## config.mk

```make
export PLATFORM = sky130hd
export DESIGN_NAME = regfile_wbq_flat
export DESIGN_NICKNAME = d
export VERILOG_FILES = /design/src/rtl/regfile_wbq_if.sv /design/src/rtl/regfile_wbq.sv /design/src/flat_wrapper.sv
export SDC_FILE = /design/constraint.sdc
export NUM_CORES = 1
export LEC_CHECK = 0
export CORE_ASPECT_RATIO = 0.6
export CORE_MARGIN = 8
export CORE_UTILIZATION = 50
export DETAILED_ROUTE_END_ITERATION = 7
export HOLD_SLACK_MARGIN = 0.12
export PLACE_DENSITY = 0.72
export SYNTH_ARGS = -nofsm -noshare
export SYNTH_HDL_FRONTEND = slang
export SYNTH_SLANG_ARGS = --single-unit
```

## constraint.sdc

```tcl
create_clock -name clk -period 5.3 [get_ports clk]
set_input_delay 1.06 -clock clk [delete_from_list [all_inputs] [get_ports clk]]
set_output_delay 1.06 -clock clk [all_outputs]
set_load 0.03 [all_outputs]
```

## src/rtl/regfile_wbq_if.sv

```systemverilog
`default_nettype none
// +------------------------------------------------------------------+
// | regfile_wbq_if : producer, drain and forwarding signals          |
// | Revision 1.0                                                     |
// +------------------------------------------------------------------+
interface regfile_wbq_if #(
  parameter int WIDTH   = 32,
  parameter int REGBITS = 3,
  parameter int DEPTH   = 4
) ();
  localparam int CW = $clog2(DEPTH) + 1;

  logic               req_valid_i;
  logic [REGBITS-1:0] req_addr_i;
  logic [WIDTH-1:0]   req_data_i;
  logic               req_ready_o;
  logic               wb_en_i;
  logic               regwrite_o;
  logic [REGBITS-1:0] wa_o;
  logic [WIDTH-1:0]   wd_o;
  logic [REGBITS-1:0] fwd_ra_i;
  logic               fwd_hit_o;
  logic [WIDTH-1:0]   fwd_data_o;
  logic [CW-1:0]      count_o;

  modport master (
    output req_valid_i, req_addr_i, req_data_i, wb_en_i, fwd_ra_i,
    input  req_ready_o, regwrite_o, wa_o, wd_o, fwd_hit_o, fwd_data_o, count_o
  );

  modport slave (
    input  req_valid_i, req_addr_i, req_data_i, wb_en_i, fwd_ra_i,
    output req_ready_o, regwrite_o, wa_o, wd_o, fwd_hit_o, fwd_data_o, count_o
  );
endinterface
`default_nettype wire

```

## src/rtl/regfile_wbq.sv

```systemverilog
`default_nettype none
// +------------------------------------------------------------------+
// | regfile_wbq : write-back FIFO in front of the register file      |
// | write port, with youngest-entry forwarding lookup                |
// | Revision 1.0                                                     |
// +------------------------------------------------------------------+
module regfile_wbq #(
  parameter int WIDTH   = 32,
  parameter int REGBITS = 3,
  parameter int DEPTH   = 4
) (
  input  logic          clk,
  input  logic          rst_n_i,
  regfile_wbq_if.slave  bus
);
  localparam int PW = $clog2(DEPTH);
  localparam int CW = PW + 1;

  logic [REGBITS-1:0] r_addr [DEPTH];
  logic [WIDTH-1:0]   r_data [DEPTH];
  logic [DEPTH-1:0]   r_valid;
  logic [PW-1:0]      r_head;
  logic [PW-1:0]      r_tail;
  logic [CW-1:0]      r_count;

  logic               w_full;
  logic               w_empty;
  logic               w_push;
  logic               w_pop;
  logic               w_hit;
  logic [WIDTH-1:0]   w_fdata;

  assign w_full  = (r_count == CW'(DEPTH));
  assign w_empty = (r_count == '0);
  assign w_pop   = bus.wb_en_i && !w_empty;
  // Address-0 requests complete the handshake but never occupy an entry.
  assign w_push  = bus.req_valid_i && bus.req_ready_o && (bus.req_addr_i != '0);

  assign bus.req_ready_o = rst_n_i && !w_full;
  assign bus.regwrite_o  = w_pop;
  assign bus.wa_o        = w_empty ? '0 : r_addr[r_head];
  assign bus.wd_o        = w_empty ? '0 : r_data[r_head];
  assign bus.count_o     = r_count;
  assign bus.fwd_hit_o   = w_hit;
  assign bus.fwd_data_o  = w_fdata;

  // Walk oldest to youngest so the last match (closest to tail) wins.
  always_comb begin
    logic [PW-1:0] idx;
    w_hit   = 1'b0;
    w_fdata = '0;
    idx     = '0;
    for (int i = 0; i < DEPTH; i++) begin
      idx = r_head + PW'(i);
      if (r_valid[idx] && (r_addr[idx] == bus.fwd_ra_i) && (bus.fwd_ra_i != '0)) begin
        w_hit   = 1'b1;
        w_fdata = r_data[idx];
      end
    end
  end

  always_ff @(posedge clk or negedge rst_n_i) begin
    if (!rst_n_i) begin
      r_head  <= '0;
      r_tail  <= '0;
      r_count <= '0;
      r_valid <= '0;
    end else begin
      if (w_push) begin
        r_valid[r_tail] <= 1'b1;
        r_tail          <= r_tail + PW'(1);
      end
      if (w_pop) begin
        r_valid[r_head] <= 1'b0;
        r_head          <= r_head + PW'(1);
      end
      r_count <= r_count + CW'(w_push) - CW'(w_pop);
    end
  end

  // Payload storage is qualified by r_valid, so it needs no reset.
  always_ff @(posedge clk) begin
    if (w_push) begin
      r_addr[r_tail] <= bus.req_addr_i;
      r_data[r_tail] <= bus.req_data_i;
    end
  end
endmodule
`default_nettype wire

```

## src/flat_wrapper.sv

```systemverilog
// flat-port wrapper written by rule: the top's interface ports become plain ports
module regfile_wbq_flat 
#(
  parameter int WIDTH   = 32,
  parameter int REGBITS = 3,
  parameter int DEPTH   = 4
)
  (clk, rst_n_i, bus_req_valid_i, bus_req_addr_i, bus_req_data_i, bus_wb_en_i, bus_fwd_ra_i, bus_req_ready_o, bus_regwrite_o, bus_wa_o, bus_wd_o, bus_fwd_hit_o, bus_fwd_data_o, bus_count_o);
  regfile_wbq_if #(.WIDTH(WIDTH), .REGBITS(REGBITS), .DEPTH(DEPTH)) bus_i ();
  input  logic clk;
  input  logic rst_n_i;
  input wire logic [$bits(bus_i.req_valid_i)-1:0] bus_req_valid_i;
  input wire logic [$bits(bus_i.req_addr_i)-1:0] bus_req_addr_i;
  input wire logic [$bits(bus_i.req_data_i)-1:0] bus_req_data_i;
  input wire logic [$bits(bus_i.wb_en_i)-1:0] bus_wb_en_i;
  input wire logic [$bits(bus_i.fwd_ra_i)-1:0] bus_fwd_ra_i;
  output wire logic [$bits(bus_i.req_ready_o)-1:0] bus_req_ready_o;
  output wire logic [$bits(bus_i.regwrite_o)-1:0] bus_regwrite_o;
  output wire logic [$bits(bus_i.wa_o)-1:0] bus_wa_o;
  output wire logic [$bits(bus_i.wd_o)-1:0] bus_wd_o;
  output wire logic [$bits(bus_i.fwd_hit_o)-1:0] bus_fwd_hit_o;
  output wire logic [$bits(bus_i.fwd_data_o)-1:0] bus_fwd_data_o;
  output wire logic [$bits(bus_i.count_o)-1:0] bus_count_o;
  assign bus_i.req_valid_i = bus_req_valid_i;
  assign bus_i.req_addr_i = bus_req_addr_i;
  assign bus_i.req_data_i = bus_req_data_i;
  assign bus_i.wb_en_i = bus_wb_en_i;
  assign bus_i.fwd_ra_i = bus_fwd_ra_i;
  assign bus_req_ready_o = bus_i.req_ready_o;
  assign bus_regwrite_o = bus_i.regwrite_o;
  assign bus_wa_o = bus_i.wa_o;
  assign bus_wd_o = bus_i.wd_o;
  assign bus_fwd_hit_o = bus_i.fwd_hit_o;
  assign bus_fwd_data_o = bus_i.fwd_data_o;
  assign bus_count_o = bus_i.count_o;
  regfile_wbq #(.WIDTH(WIDTH), .REGBITS(REGBITS), .DEPTH(DEPTH)) u_core (.clk(clk), .rst_n_i(rst_n_i), .bus(bus_i));
endmodule
```

==> results.py <==
metrics = {
    "status": {
        "status": "completed",
    },
    "worst_setup_path": {
        "rr_startpoint": "u_core.bus.count_o[1]",
        "reg2reg_depth": 5,
        "critPathRequiredTime_ns": 4.24,
        "cpPeakStageDelay_ns": 0.65,
        "path_class": "reg2out",
        "path_buf_inv": 3,
        "crit_family": "buffers and inverters",
        "reg2reg_slack_ns": 2.66,
        "cpMaxStageDelayCell": "dfrtp_4",
        "cp-end-kind": "primary output",
        "worstPathArrival_ns": 3.99,
        "crit_fanout": 23,
        "start_kind": "flop",
        "r2r-end": "u_core.r_data[1][1]",
        "critical_path.cell_chain": "inv_1, ha_4, mux4_2, xnor2_1, and4_4, buf_4, a211oi_1, a211oi_2, buf_12",
    },
    "detailed_routing": {
        "drt-pass1-iter-count": 5,
        "wl_per_cell_um": 25.6,
        "drc": 0,
        "vias_per_cell": 6.73,
        "routed_wl_um": 25400,
        "drtIter0Drc": 575,
        "vias": 6674,
        "ant_nets": 0,
    },
    "sta": {
        "final_hold_viol_count": 0,
        "maxSlewViolCount": 0,
        "clock_skew_ns": 0.0136,
        "setup_viol": 0,
        "fin_crit_sh": 0.953,
        "tightest_slew_ns": 1.14,
        "layout_min_cycle_time_ns": 5.05,
        "tns_ns": 0,
        "rsz0062_at_grt": "no",
        "fmax_mhz": 198,
        "hold_ws_ns": 0.613,
        "relSlewSlack": 0.242,
    },
    "synthesis": {
        "synthArstFlopShare": 0.0728,
        "synth-xor-area-share": 0.0138,
        "synth_edf_count": 140,
        "synthAdderAreaFrac": 0.0143,
        "yosysTopAreaCell": "edfxtp_1",
        "ys_seq_area_frac": 0.442,
        "yosys-top-cells-count": "mux4_2, edfxtp_1, nor2b_1",
        "synth_warnings": 0,
        "synthFlopType": "edfxtp_1",
        "synth-simple-area-share": 0.102,
        "synth_cell_types": 35,
        "synthMuxAreaShare": 0.321,
        "syn_area_per_cell_um2": 16.3,
        "synth_seq_cells": 151,
        "synth_top_area_share": 0.415,
        "synthTopCellsByArea": "edfxtp_1, mux4_2, a211oi_2",
        "synth_nets": 674,
        "synth_compound_area_frac": 0.0684,
        "syn-cell-area_um2": 10100,
        "synth_top_family_by_area": "multiplexers",
        "yosys.cell_count.top_type": "mux4_2",
        "syn_inst": 621,
    },
    "pwr": {
        "clkPwrFrac": 0.160,
        "power.density_nw_per_um2": 658,
        "p_leak_nw": 3.84,
        "switching_share": 0.413,
        "ir_drop_mv": 0.379,
        "p_comb_frac": 0.636,
        "pwr-share-seq": 0.203,
        "p_int_mw": 4.66,
        "p_switching_mw": 3.28,
    },
    "grt": {
        "grt_overflow_total": 0,
        "grt_max_degree": 80,
        "antenna_found_initial": 1,
        "track_usage": 0.202,
        "grt_pass1_wl_um": 39200,
        "grt_pass1_vias": 6883,
    },
    "clock_network": {
        "clock_latency_ns": 0.42,
        "clk_pin_slew_ns": 0.06,
        "clockBufferDepth": 2,
        "cts-root-buf": "clkbuf_16",
        "h-tree-depth": 4,
        "cts_made_buffers": 17,
        "cts_tree": "done",
        "cts_num_sinks": 151,
    },
    "floorplanning": {
        "die_w_um": 200,
        "die_h_um": 126,
        "fp.dieArea_um2": 25200,
        "ios": 115,
        "rows": 40,
        "start_util": 0.509,
        "core-area_um2": 19900,
    },
    "layout": {
        "drive_gt1_frac": 0.426,
        "final_nets": 759,
        "layout.cells.non_filler": 992,
        "antenna_cells": 0,
        "fill_cells": 1501,
        "synthToLayoutAreaGrowth_pct": 19.1,
    },
    "placement": {
        "gp_congestion": 0.743,
        "dp.cells": 959,
        "portBuffers": 114,
        "place_hpwl_um": 15900,
    },
    "job": {
        "maxCapViolations": 0,
    },
    "worst_hold_path": {
        "min_path_type": "reg2reg",
        "hold_path_depth": 1,
        "hold_start": "u_core.bus.count_o[1]",
        "holdPathEnd": "u_core.bus.count_o[2]",
    },
}
[worst register-to-register path, stage by stage, from the launching register on]
cell and delay (ns):
dfrtp_1 0.47, nor2_1 0.07, a21boi_0 0.32, o311a_1 0.45, and2_2 0.46, buf_4 0.49
[timing repair]
item | CTS | global route
setup buffers | 0 | 1
gates resized for setup | 1 | 1
setup endpoints to repair | 2 | 6
pin swaps | 0 | 1
hold buffers | 0 | 0
endpoints found under the hold margin | 0 | 0
cloned | 0 | 0
[cells by family after synthesis]
kind of cell               after synthesis
adders and majority gates               11
and+or+nand+nor                        153
muxes                                  144
xor gates and xnor gates                16
DFF                                    151
buffers and inverters                   74
AOI/OAI and AO/OA                       72
[sequential cells by signal, indices dropped and copies added, names as in the netlist]
register and flops:
u_core.r_data 128, u_core.bus.count_o 3, u_core.r_tail 2, u_core.r_head 2, u_core.r_valid 4, u_core.r_addr 12
[placed cells by master (no fill, tap or decap), drive strengths merged, types with 2 or more instances in the layout]
cell,count
buf,51
nand3,32
a211oi,64
o21ai,2
clkbuf,29
nand4,2
mux4,144
edfxtp,140
nor4,2
dfrtp,11
xnor2,10
inv,8
nor2b,36
clkdlybuf4s50,81
nor3,33
ha,10
nor2,33
nand2,4
and4,2
or4,2
and2,6
xor2,6
a2bb2oi,4
[power by group through the flow]
stage | sequential (mW) | clock (mW) | combinational [mW]
after global routing | 1.63 | 1.34 | 5.37
after detailed placement | 1.63 | 0 | 5.07
after CTS | 1.61 | 1.29 | 5.09
final | 1.61 | 1.27 | 5.05
after global placement | 1.61 | 0 | 4.98
after floorplan | 1.58 | 0 | 3.75
[layer usage]
| layer | up-vias | part of all wire | GRT usage |
|---|---|---|---|
| met5 | - | 0.00043 | 0 |
| met4 | 2 | 0.015 | 0.0530 |
| met3 | 30 | 0.090 | 0.0601 |
| met2 | 332 | 0.49 | 0.321 |
| met1 | 3521 | 0.41 | 0.269 |
| li1 | 2789 | - | - |
[how the worst max path moves through the flow]
stage,startpoint,end,slack [ns],cells after the start
3_5_place_dp,u_core.r_head[1],bus_fwd_data_o[18],0.42,9
4_1_cts,u_core.r_head[1],bus_fwd_data_o[8],0.05,9
3_3_place_gp,u_core.r_head[1],bus_fwd_data_o[18],0.51,9
2_1_floorplan,u_core.r_head[0],bus_fwd_data_o[18],0.15,14
6_report,u_core.r_head[1],bus_fwd_data_o[1],0.25,9
5_1_grt,u_core.r_head[1],bus_fwd_data_o[8],0.004,9
[stage by stage]
stage | utilization | worst slack (ns) | power (mW) | area, um2
CTS | 0.605 | 0.0507 | 7.99 | 12100
finish | 0.606 | 0.249 | 7.94 | 12100
global placement | 0.573 | 0.511 | 6.59 | 11400
floorplan | - | 0.150 | 5.33 | 10100
global route | 0.606 | 0.00362 | 8.34 | 12100
detailed placement | 0.573 | 0.420 | 6.70 | 11400
[final cells by class]
type	count	area (um2)	area share
clock buffer	29	597	0.0494
tap	273	342	0.0283
timing repair buffer	132	1280	0.106
multi-input combinational	396	5290	0.439
sequential	151	4490	0.372
inverter	8	30.0	0.00249
clock inverter	3	46.3	0.00383
Power figures use the tool's default switching activity.
